## config.mk

```make
export PLATFORM = sky130hd
export DESIGN_NAME = ppm_tx
export DESIGN_NICKNAME = d
export VERILOG_FILES = /design/src/rtl/ppm_tx_pkg.sv /design/src/rtl/ppm_tx_chip_counter.sv /design/src/rtl/ppm_tx.sv
export SDC_FILE = /design/constraint.sdc
export NUM_CORES = 1
export LEC_CHECK = 0
export BUFFER_PORTS_ARGS = -buffer_cell sky130_fd_sc_hd__buf_4
export CAP_MARGIN = 20
export CORE_UTILIZATION = 61
export DETAILED_ROUTE_END_ITERATION = 8
export MAX_ROUTING_LAYER = met4
export PLACE_DENSITY = 0.82
export SLEW_MARGIN = 0
export SYNTH_ARGS = -nofsm -noshare
export SYNTH_HDL_FRONTEND = slang
export SYNTH_SLANG_ARGS = --single-unit
```

## constraint.sdc

```tcl
create_clock -name clk -period 5.7 [get_ports clk]
set_input_delay 1.14 -clock clk [delete_from_list [all_inputs] [get_ports clk]]
set_output_delay 1.14 -clock clk [all_outputs]
set_load 0.01 [all_outputs]
```

## src/rtl/ppm_tx_pkg.sv

```systemverilog
// Shared PPM definitions (state encodings, pulse positions, symbol width) used by tx and rx.
// The SFD state exists only when PPM_TX_SFD_EN is defined.
package ppm_tx_pkg;

  typedef enum logic [2:0] {
    ST_IDLE     = 3'd0,
    ST_PREAMBLE = 3'd1,
`ifdef PPM_TX_SFD_EN
    ST_SFD      = 3'd2,
`endif
    ST_DATA     = 3'd3,
    ST_GUARD    = 3'd4
  } ppm_state_e;

  function automatic int unsigned ppm_sym_bits(input int unsigned chips);
    return $clog2(chips);
  endfunction

  // Preamble pulses land at chip 0 and at this chip.
  function automatic int unsigned ppm_pre_chip_b(input int unsigned chips);
    return chips / 2;
  endfunction

  function automatic int unsigned ppm_sfd_chip(input int unsigned chips);
    return chips - 1;
  endfunction

endpackage

```

## src/rtl/ppm_tx_chip_counter.sv

```systemverilog
// Chip counter (0..CHIPS-1, wrapping) plus preamble symbol down-counter with terminal flag.
// Both counters are held at their start values while en is low.
module ppm_chip_counter #(
  parameter  int CHIPS = 16,
  parameter  int SYMS  = 8,
  localparam int CW    = $clog2(CHIPS)
) (
  input  logic          clk,
  input  logic          resetn,
  input  logic          en,
  output logic [CW-1:0] chip,
  output logic          chip_wrap,
  output logic          sym_tc
);

  logic [7:0] sym_left;

  assign chip_wrap = en && (chip == CW'(CHIPS - 1));
  assign sym_tc    = chip_wrap && (sym_left == '0);

  always_ff @(posedge clk or negedge resetn) begin
    if (!resetn) begin
      chip     <= '0;
      sym_left <= '0;
    end else if (!en) begin
      chip     <= '0;
      sym_left <= 8'(SYMS - 1);
    end else begin
      chip <= chip + 1'b1;
      if (chip_wrap && (sym_left != '0))
        sym_left <= sym_left - 1'b1;
    end
  end

endmodule

```

## src/rtl/ppm_tx.sv

```systemverilog
// PPM frame transmitter: preamble, optional SFD (PPM_TX_SFD_EN), data symbols, guard.
// state       | meaning
// ST_IDLE     | waiting for start
// ST_PREAMBLE | PREAMBLE_SYMBOLS symbols, pulses at chip 0 and mid-symbol
// ST_SFD      | one symbol, pulse at last chip (PPM_TX_SFD_EN only)
// ST_DATA     | one pulse per symbol at chip == symbol value; empty slot is an erasure
// ST_GUARD    | one symbol of silence, then IDLE with done
module ppm_tx
  import ppm_tx_pkg::*;
#(
  parameter  int CHIP_BITS        = 1,
  parameter  int SYMBOL_CHIPS     = 16,
  parameter  int PREAMBLE_SYMBOLS = 8,
  localparam int SYM_BITS         = ppm_sym_bits(SYMBOL_CHIPS)
) (
  input  logic                 clk,
  input  logic                 resetn,
  input  logic                 start,
  input  logic [SYM_BITS-1:0]  sym_data,
  input  logic                 sym_valid,
  input  logic                 sym_last,
  output logic                 sym_ready,
  output logic [CHIP_BITS-1:0] dout,
  output logic                 busy,
  output logic                 preamble_active,
  output logic                 underrun,
  output logic                 done
);

  localparam logic [SYM_BITS-1:0] PRE_CHIP_B = SYM_BITS'(ppm_pre_chip_b(SYMBOL_CHIPS));
`ifdef PPM_TX_SFD_EN
  localparam logic [SYM_BITS-1:0] SFD_CHIP = SYM_BITS'(ppm_sfd_chip(SYMBOL_CHIPS));
`endif

  ppm_state_e          state, next_state;
  logic [SYM_BITS-1:0] chip;
  logic                chip_wrap, sym_tc;
  logic                hold_valid, hold_last, cur_valid, cur_last, last_acc, done_pend;
  logic [SYM_BITS-1:0] hold_data, cur_data;
  logic                pulse, pre_c, load, in_frame, xfer;

  assign busy = (state != ST_IDLE);
  assign xfer = sym_valid && sym_ready;

  ppm_chip_counter #(
    .CHIPS (SYMBOL_CHIPS),
    .SYMS  (PREAMBLE_SYMBOLS)
  ) u_cnt (
    .clk       (clk),
    .resetn    (resetn),
    .en        (busy),
    .chip      (chip),
    .chip_wrap (chip_wrap),
    .sym_tc    (sym_tc)
  );

  always_comb begin
    next_state = state;
    pulse      = 1'b0;
    pre_c      = 1'b0;
    load       = 1'b0;
    in_frame   = 1'b0;
    case (state)
      ST_IDLE: if (start) next_state = ST_PREAMBLE;
      ST_PREAMBLE: begin
        in_frame = 1'b1;
        pre_c    = 1'b1;
        pulse    = (chip == '0) || (chip == PRE_CHIP_B);
        if (sym_tc) begin
`ifdef PPM_TX_SFD_EN
          next_state = ST_SFD;
`else
          next_state = ST_DATA;
          load       = 1'b1;
`endif
        end
      end
`ifdef PPM_TX_SFD_EN
      ST_SFD: begin
        in_frame = 1'b1;
        pre_c    = 1'b1;
        pulse    = (chip == SFD_CHIP);
        if (chip_wrap) begin
          next_state = ST_DATA;
          load       = 1'b1;
        end
      end
`endif
      ST_DATA: begin
        in_frame = 1'b1;
        pulse    = cur_valid && (chip == cur_data);
        if (chip_wrap) begin
          if (cur_valid && cur_last) next_state = ST_GUARD;
          else                       load       = 1'b1;
        end
      end
      ST_GUARD: if (chip_wrap) next_state = ST_IDLE;
      default:  next_state = ST_IDLE;
    endcase
    sym_ready = in_frame && !hold_valid && !last_acc;
  end

  always_ff @(posedge clk or negedge resetn) begin
    if (!resetn) begin
      state           <= ST_IDLE;
      dout            <= '0;
      preamble_active <= 1'b0;
      underrun        <= 1'b0;
      done_pend       <= 1'b0;
      done            <= 1'b0;
      hold_valid      <= 1'b0;
      hold_data       <= '0;
      hold_last       <= 1'b0;
      cur_valid       <= 1'b0;
      cur_data        <= '0;
      cur_last        <= 1'b0;
      last_acc        <= 1'b0;
    end else begin
      state           <= next_state;
      dout            <= {CHIP_BITS{pulse}};
      preamble_active <= pre_c;
      // done trails the last guard chip through the same output stage as dout
      done_pend       <= (state == ST_GUARD) && chip_wrap;
      done            <= done_pend;
      if ((state == ST_IDLE) && start) begin
        underrun   <= 1'b0;
        last_acc   <= 1'b0;
        hold_valid <= 1'b0;
      end else begin
        if (load) begin
          cur_valid <= hold_valid;
          cur_data  <= hold_data;
          cur_last  <= hold_last;
          if (!hold_valid) underrun <= 1'b1;
        end
        if (xfer) begin
          hold_valid <= 1'b1;
          hold_data  <= sym_data;
          hold_last  <= sym_last;
          if (sym_last) last_acc <= 1'b1;
        end else if (load) begin
          hold_valid <= 1'b0;
        end
      end
    end
  end

endmodule

```

Word level (Yosys, flattened, before mapping)
Index checks and enable logic that the tools add are counted.
{"block": "word_totals", "ff_bits": 33, "inputBits": 9, "word_cells": 84}
{"block": "classes", "n_addsub": 2, "n_eq_ne": 13, "n_mux": 25, "bitwise_logic": 1, "reduce_logical": 28}
{"operator": "$mux W8", "n": 2}
{"operator": "$mux W3", "n": 5}
{"operator": "$mux W1", "n": 14}
{"operator": "$ne A2 B2 Y1 const B", "n": 6}
{"operator": "$pmux W3 S4", "n": 1}
{"operator": "$logic_and A1 B1 Y1", "n": 10}
{"operator": "$eq A4 B4 Y1 const B", "n": 2}
{"operator": "$logic_not A8 Y1", "n": 1}
{"operator": "$reduce_and A2 Y1", "n": 4}
{"operator": "$reduce_bool A8 Y1", "n": 1}
{"operator": "$sub A8 B1 Y8 const B", "n": 1}
{"operator": "$reduce_bool A2 Y1", "n": 3}
{"operator": "$reduce_bool A3 Y1", "n": 2}
{"operator": "$reduce_and A5 Y1", "n": 1}
{"operator": "$add A4 B1 Y4 const B", "n": 1}
{"operator": "$eq A4 B4 Y1", "n": 1}
{"operator": "$logic_not A4 Y1", "n": 1}
{"operator": "$mux W4", "n": 1}
{"operator": "$pmux W1 S2", "n": 2}
{"operator": "$eq A3 B1 Y1 const B", "n": 1}
{"operator": "$eq A3 B2 Y1 const B", "n": 1}
{"operator": "$eq A3 B3 Y1 const B", "n": 1}
{"operator": "$logic_not A3 Y1", "n": 1}
{"operator": "$logic_not A1 Y1", "n": 2}
{"operator": "4 further kinds", "n": 4}

Depth between registers and ports, before layout
{"block": "depth", "ltp_word": 8, "mapped_depth": 6}

Modules after synthesis
From an unflattened synthesis, not the netlist that was laid out.
{"block": "unflattened", "cells_unflattened": 121, "area_unflattened_um2": 1554.0}
{"module": "ppm_tx", "instances": 1, "cells_each": 66, "area_each_um2": 939.7, "seq_area_each_um2": 525.5}
{"module": "ppm_chip_counter", "instances": 1, "cells_each": 55, "area_each_um2": 614.3, "seq_area_each_um2": 300.3}

Worst setup path after synthesis
Ideal clock, no wire load.
{"block": "synth_path", "path_type": "register to output", "from": "reg state[1]", "to": "out busy", "arrival_time_ps": 1155, "required_ps": 4560, "path_slack_ps": 3405, "path_stages_with_launch": 4, "n_path_buf": 1, "path_cell_list": "dfrtp_1 > buf_6 > nor3_2 > clkinv_1"}
{"block": "synth_via", "elab_chain_cells": 1}
{"item": "start, declared", "line_no": "ppm_tx.sv:35", "source": "ppm_state_e state, next_state;"}
{"item": "start signal, assigned", "line_no": "ppm_tx.sv:119", "source": "state <= next_state;"}
{"item": "$reduce_bool A3 Y1", "line_no": "ppm_tx.sv:42", "source": "assign busy = (state != ST_IDLE);"}
{"item": "end, declared", "line_no": "ppm_tx.sv:24", "source": "output logic busy,"}
Every way passes these cells.

Worst setup path in the final report
Same ends and word-level chain as after synthesis.

==> impl_metrics.tcl <==
set metrics [dict create \
    status "finished clean" \
    core_area_sq_um 2280 \
    die_width_microns 52.0 \
    yosys-mux-area-fraction_pct 10.1 \
    met2_wirelength_mm 1.41 \
    hold_class "reg2reg" \
    stdcell_area_sq_um 1690 \
    yosysTopAreaCellShare_pct 54.1 \
    synth_area_sq_um 1530 \
    cp_data_arrival_time_ns 1.97 \
    dpl_cell_area_sq_um 1640 \
    grt_max_degree 34 \
    cts_hold_buf 0 \
    io_pins 15 \
    synth-simple-area-share_pct 16.6 \
    slew_viol_final 0 \
    finalCritPeriodShare_pct 54.5 \
    post-route-min-period_ns 3.11 \
    vdd_drop_max_mv 0.342 \
    grt_overflow 0 \
    worst_slack_ns 2.59 \
    path_clk_slew_ns 0.09 \
    cp-start-kind "flop" \
    place_inst 169 \
    h-tree-depth 2 \
    fin_nets 161 \
    port_buffers 14 \
    required_ns 4.56 \
    clock_latency_ns 0.33 \
    clockBufferDepth 2 \
    cts_num_sinks 33 \
    critical_path.max_fanout 9 \
    wl_per_cell_microns 16.2 \
    async_flop_share_pct 100 \
    vias 1061 \
    hold_start "done_pend" \
    synth-seq-cells 33 \
    timing.fmax_mhz 322 \
    cts_tree "done" \
    final_antenna_net_count 0 \
    synth-main-ff-cell "dfrtp_1" \
    rows 17 \
    cts_resized 0 \
    die_h_microns 52.0 \
    finalClockSkew_ns 0.00671 \
    grt_pass1_vias 987 \
    synth_adder_area_share_pct 3.28 \
    pre_cts_slack_ns 3.00 \
    crit_type "reg2out" \
    drive_gt1_share_pct 25.0 \
    p_leak_nw 0.782 \
    setup_viol 0 \
    syn_inst 130 \
    wl_mm 2.85 \
    rsz0062_at_grt "no" \
    n_antenna_cell 0 \
    routed-wl-met3_microns 145 \
    maxSlewHeadroom_pct 60.7 \
    synth_area_leader_cell "dfrtp_1" \
    die-area_sq_um 2700 \
    grt_pass1_wl_mm 4.85 \
    yosys-top-cells-area "dfrtp_1, mux2_2, xnor2_1" \
    hpwlAfterDp_mm 2.08 \
    hold_viol 0 \
    drt_iter0_drc 29 \
    synth_top_family_by_area "simple AND/OR/NAND/NOR gates" \
    met1_length_mm 1.19 \
    ys_warn_count 0 \
    critPathLaunch "state[1]" \
    area_growth_pct 11.1 \
    powerDensity_nw_per_um2 478 \
    syn_nets 143 \
    routed.top_layer "met4" \
    endpoint_kind "output port" \
    setup_tns_ns 0 \
    vias_per_cell 6.03 \
    cts_setup_buffers 0 \
    ys_types 36 \
    stdcell_count 176 \
    numCtsBuffers 5 \
    worstMarginPinSlew_ns 0.587 \
    synth_compound_area_share_pct 6.97 \
    syn_avg_cell_area_sq_um 11.7 \
    start_util_pct 67.0 \
    synth_xor_area_share_pct 5.74 \
    antenna_found_initial 0 \
    synth_edf_count 0 \
    maxCapViolCount 0 \
    first_pass_iters 4 \
    drc 0 \
    r2r-start "u_cnt.sym_left[0]" \
    grt_use_total_pct 27.3 \
    cts-root-buf "clkbuf_4" \
    ys_seq_area_share_pct 54.1 \
    gp_congestion 0.885 \
]
[sequential cells by signal, indices dropped and copies added (netlist names), 3 cells and up]
signal,count
u_cnt.chip,4
hold_data,4
state,3
u_cnt.sym_left,8
cur_data,4
[worst max-delay path: stages, from the launching register on]
cell      delay [ns]
dfrtp_1         0.48
nor3_2          0.53
clkinv_1        0.38
buf_4           0.24
[routing by layer]
metal / global-route usage [%] / up-vias
met3: 6.73 / 10
met5: - / -
met2: 40.4 / 35
met4: 18.9 / 0
met1: 32.7 / 524
li1: - / 492
[synth_stat cells, types with 2 or more instances]
library cell and count:
nor2_1 13, buf_4 2, xnor2_1 6, nand4_1 3
nand2_1 13, xor2_1 4, a21oi_1 4, ha_1 4
nand3_1 4, mux2_2 11, mux2i_1 3, dfrtp_1 33
inv_1 5, nor3_1 3
[worst paths after layout]
path | endpoint | slack, ns | depth (start not counted)
max | busy | 2.59 | 3
min | done | 0.36 | 0
min reg2reg | done | 0.36 | 0
max reg2reg | cur_last | 3.58 | 6
max in group asynchronous | done | 4.68 | 1
min in group asynchronous | last_acc | 0.72 | 1
[power breakdown]
part	internal, W	switching [W]	total [W]
Sequential	0.000323	0.0000954	0.000419
Combinational	0.000131	0.000129	0.000260
Clock	0.0000581	0.0000727	0.000131
[cells by family after synthesis]
group | after synthesis
compound gates | 14
simple gates | 46
mux | 14
flops | 33
fa+ha+maj | 4
buf+inv | 9
xor+xnor | 10
[layout by cell type (no fill, tap or decap)]
cell       instances
nor4_1             1
clkbuf_4           5
and3_1             1
o32ai_1            1
dfrtp_1           33
a2111oi_0          1
nand4b_1           1
nor3_4             1
nor3_2             1
nand2b_1           1
inv_1              5
o41ai_1            1
mux2_2            11
nor4_4             1
a211o_2            1
clkinv_1           1
ha_1               4
mux2i_1            3
a211oi_1           1
clkbuf_8           1
nand3_1            4
clkbuf_1           1
xor2_1             4
nand4_1            3
a21boi_0           1
a31oi_2            1
xnor2_1            6
buf_4             14
o21ai_0            1
a32o_1             1
nor3b_2            1
nor3b_1            1
a21oi_1            4
and2_1             1
o211ai_1           1
nor2_1            13
nor3_1             3
nand2_1           13
[area by class of cell]
| type | instances | area [sq um] |
|---|---|---|
| clock buffer | 7 | 55.1 |
| sequential | 33 | 826 |
| tap | 28 | 35.0 |
| multi-input combinational | 88 | 651 |
| inverter | 6 | 22.5 |
| timing repair buffer | 14 | 105 |
| fill | 156 | 582 |
[through the flow]
stage | hold slack (ns) | total power, W | util [%]
6_report | 0.357 | 0.000810 | 74.4
5_1_grt | 0.367 | 0.000864 | 74.4
4_1_cts | 0.357 | 0.000812 | 74.4
3_5_place_dp | 0.337 | 0.000680 | 72.0
3_3_place_gp | 0.344 | 0.000654 | 72.0
2_1_floorplan | 0.331 | 0.000602 | -
No activity file was read; power rests on OpenSTA's default activity.
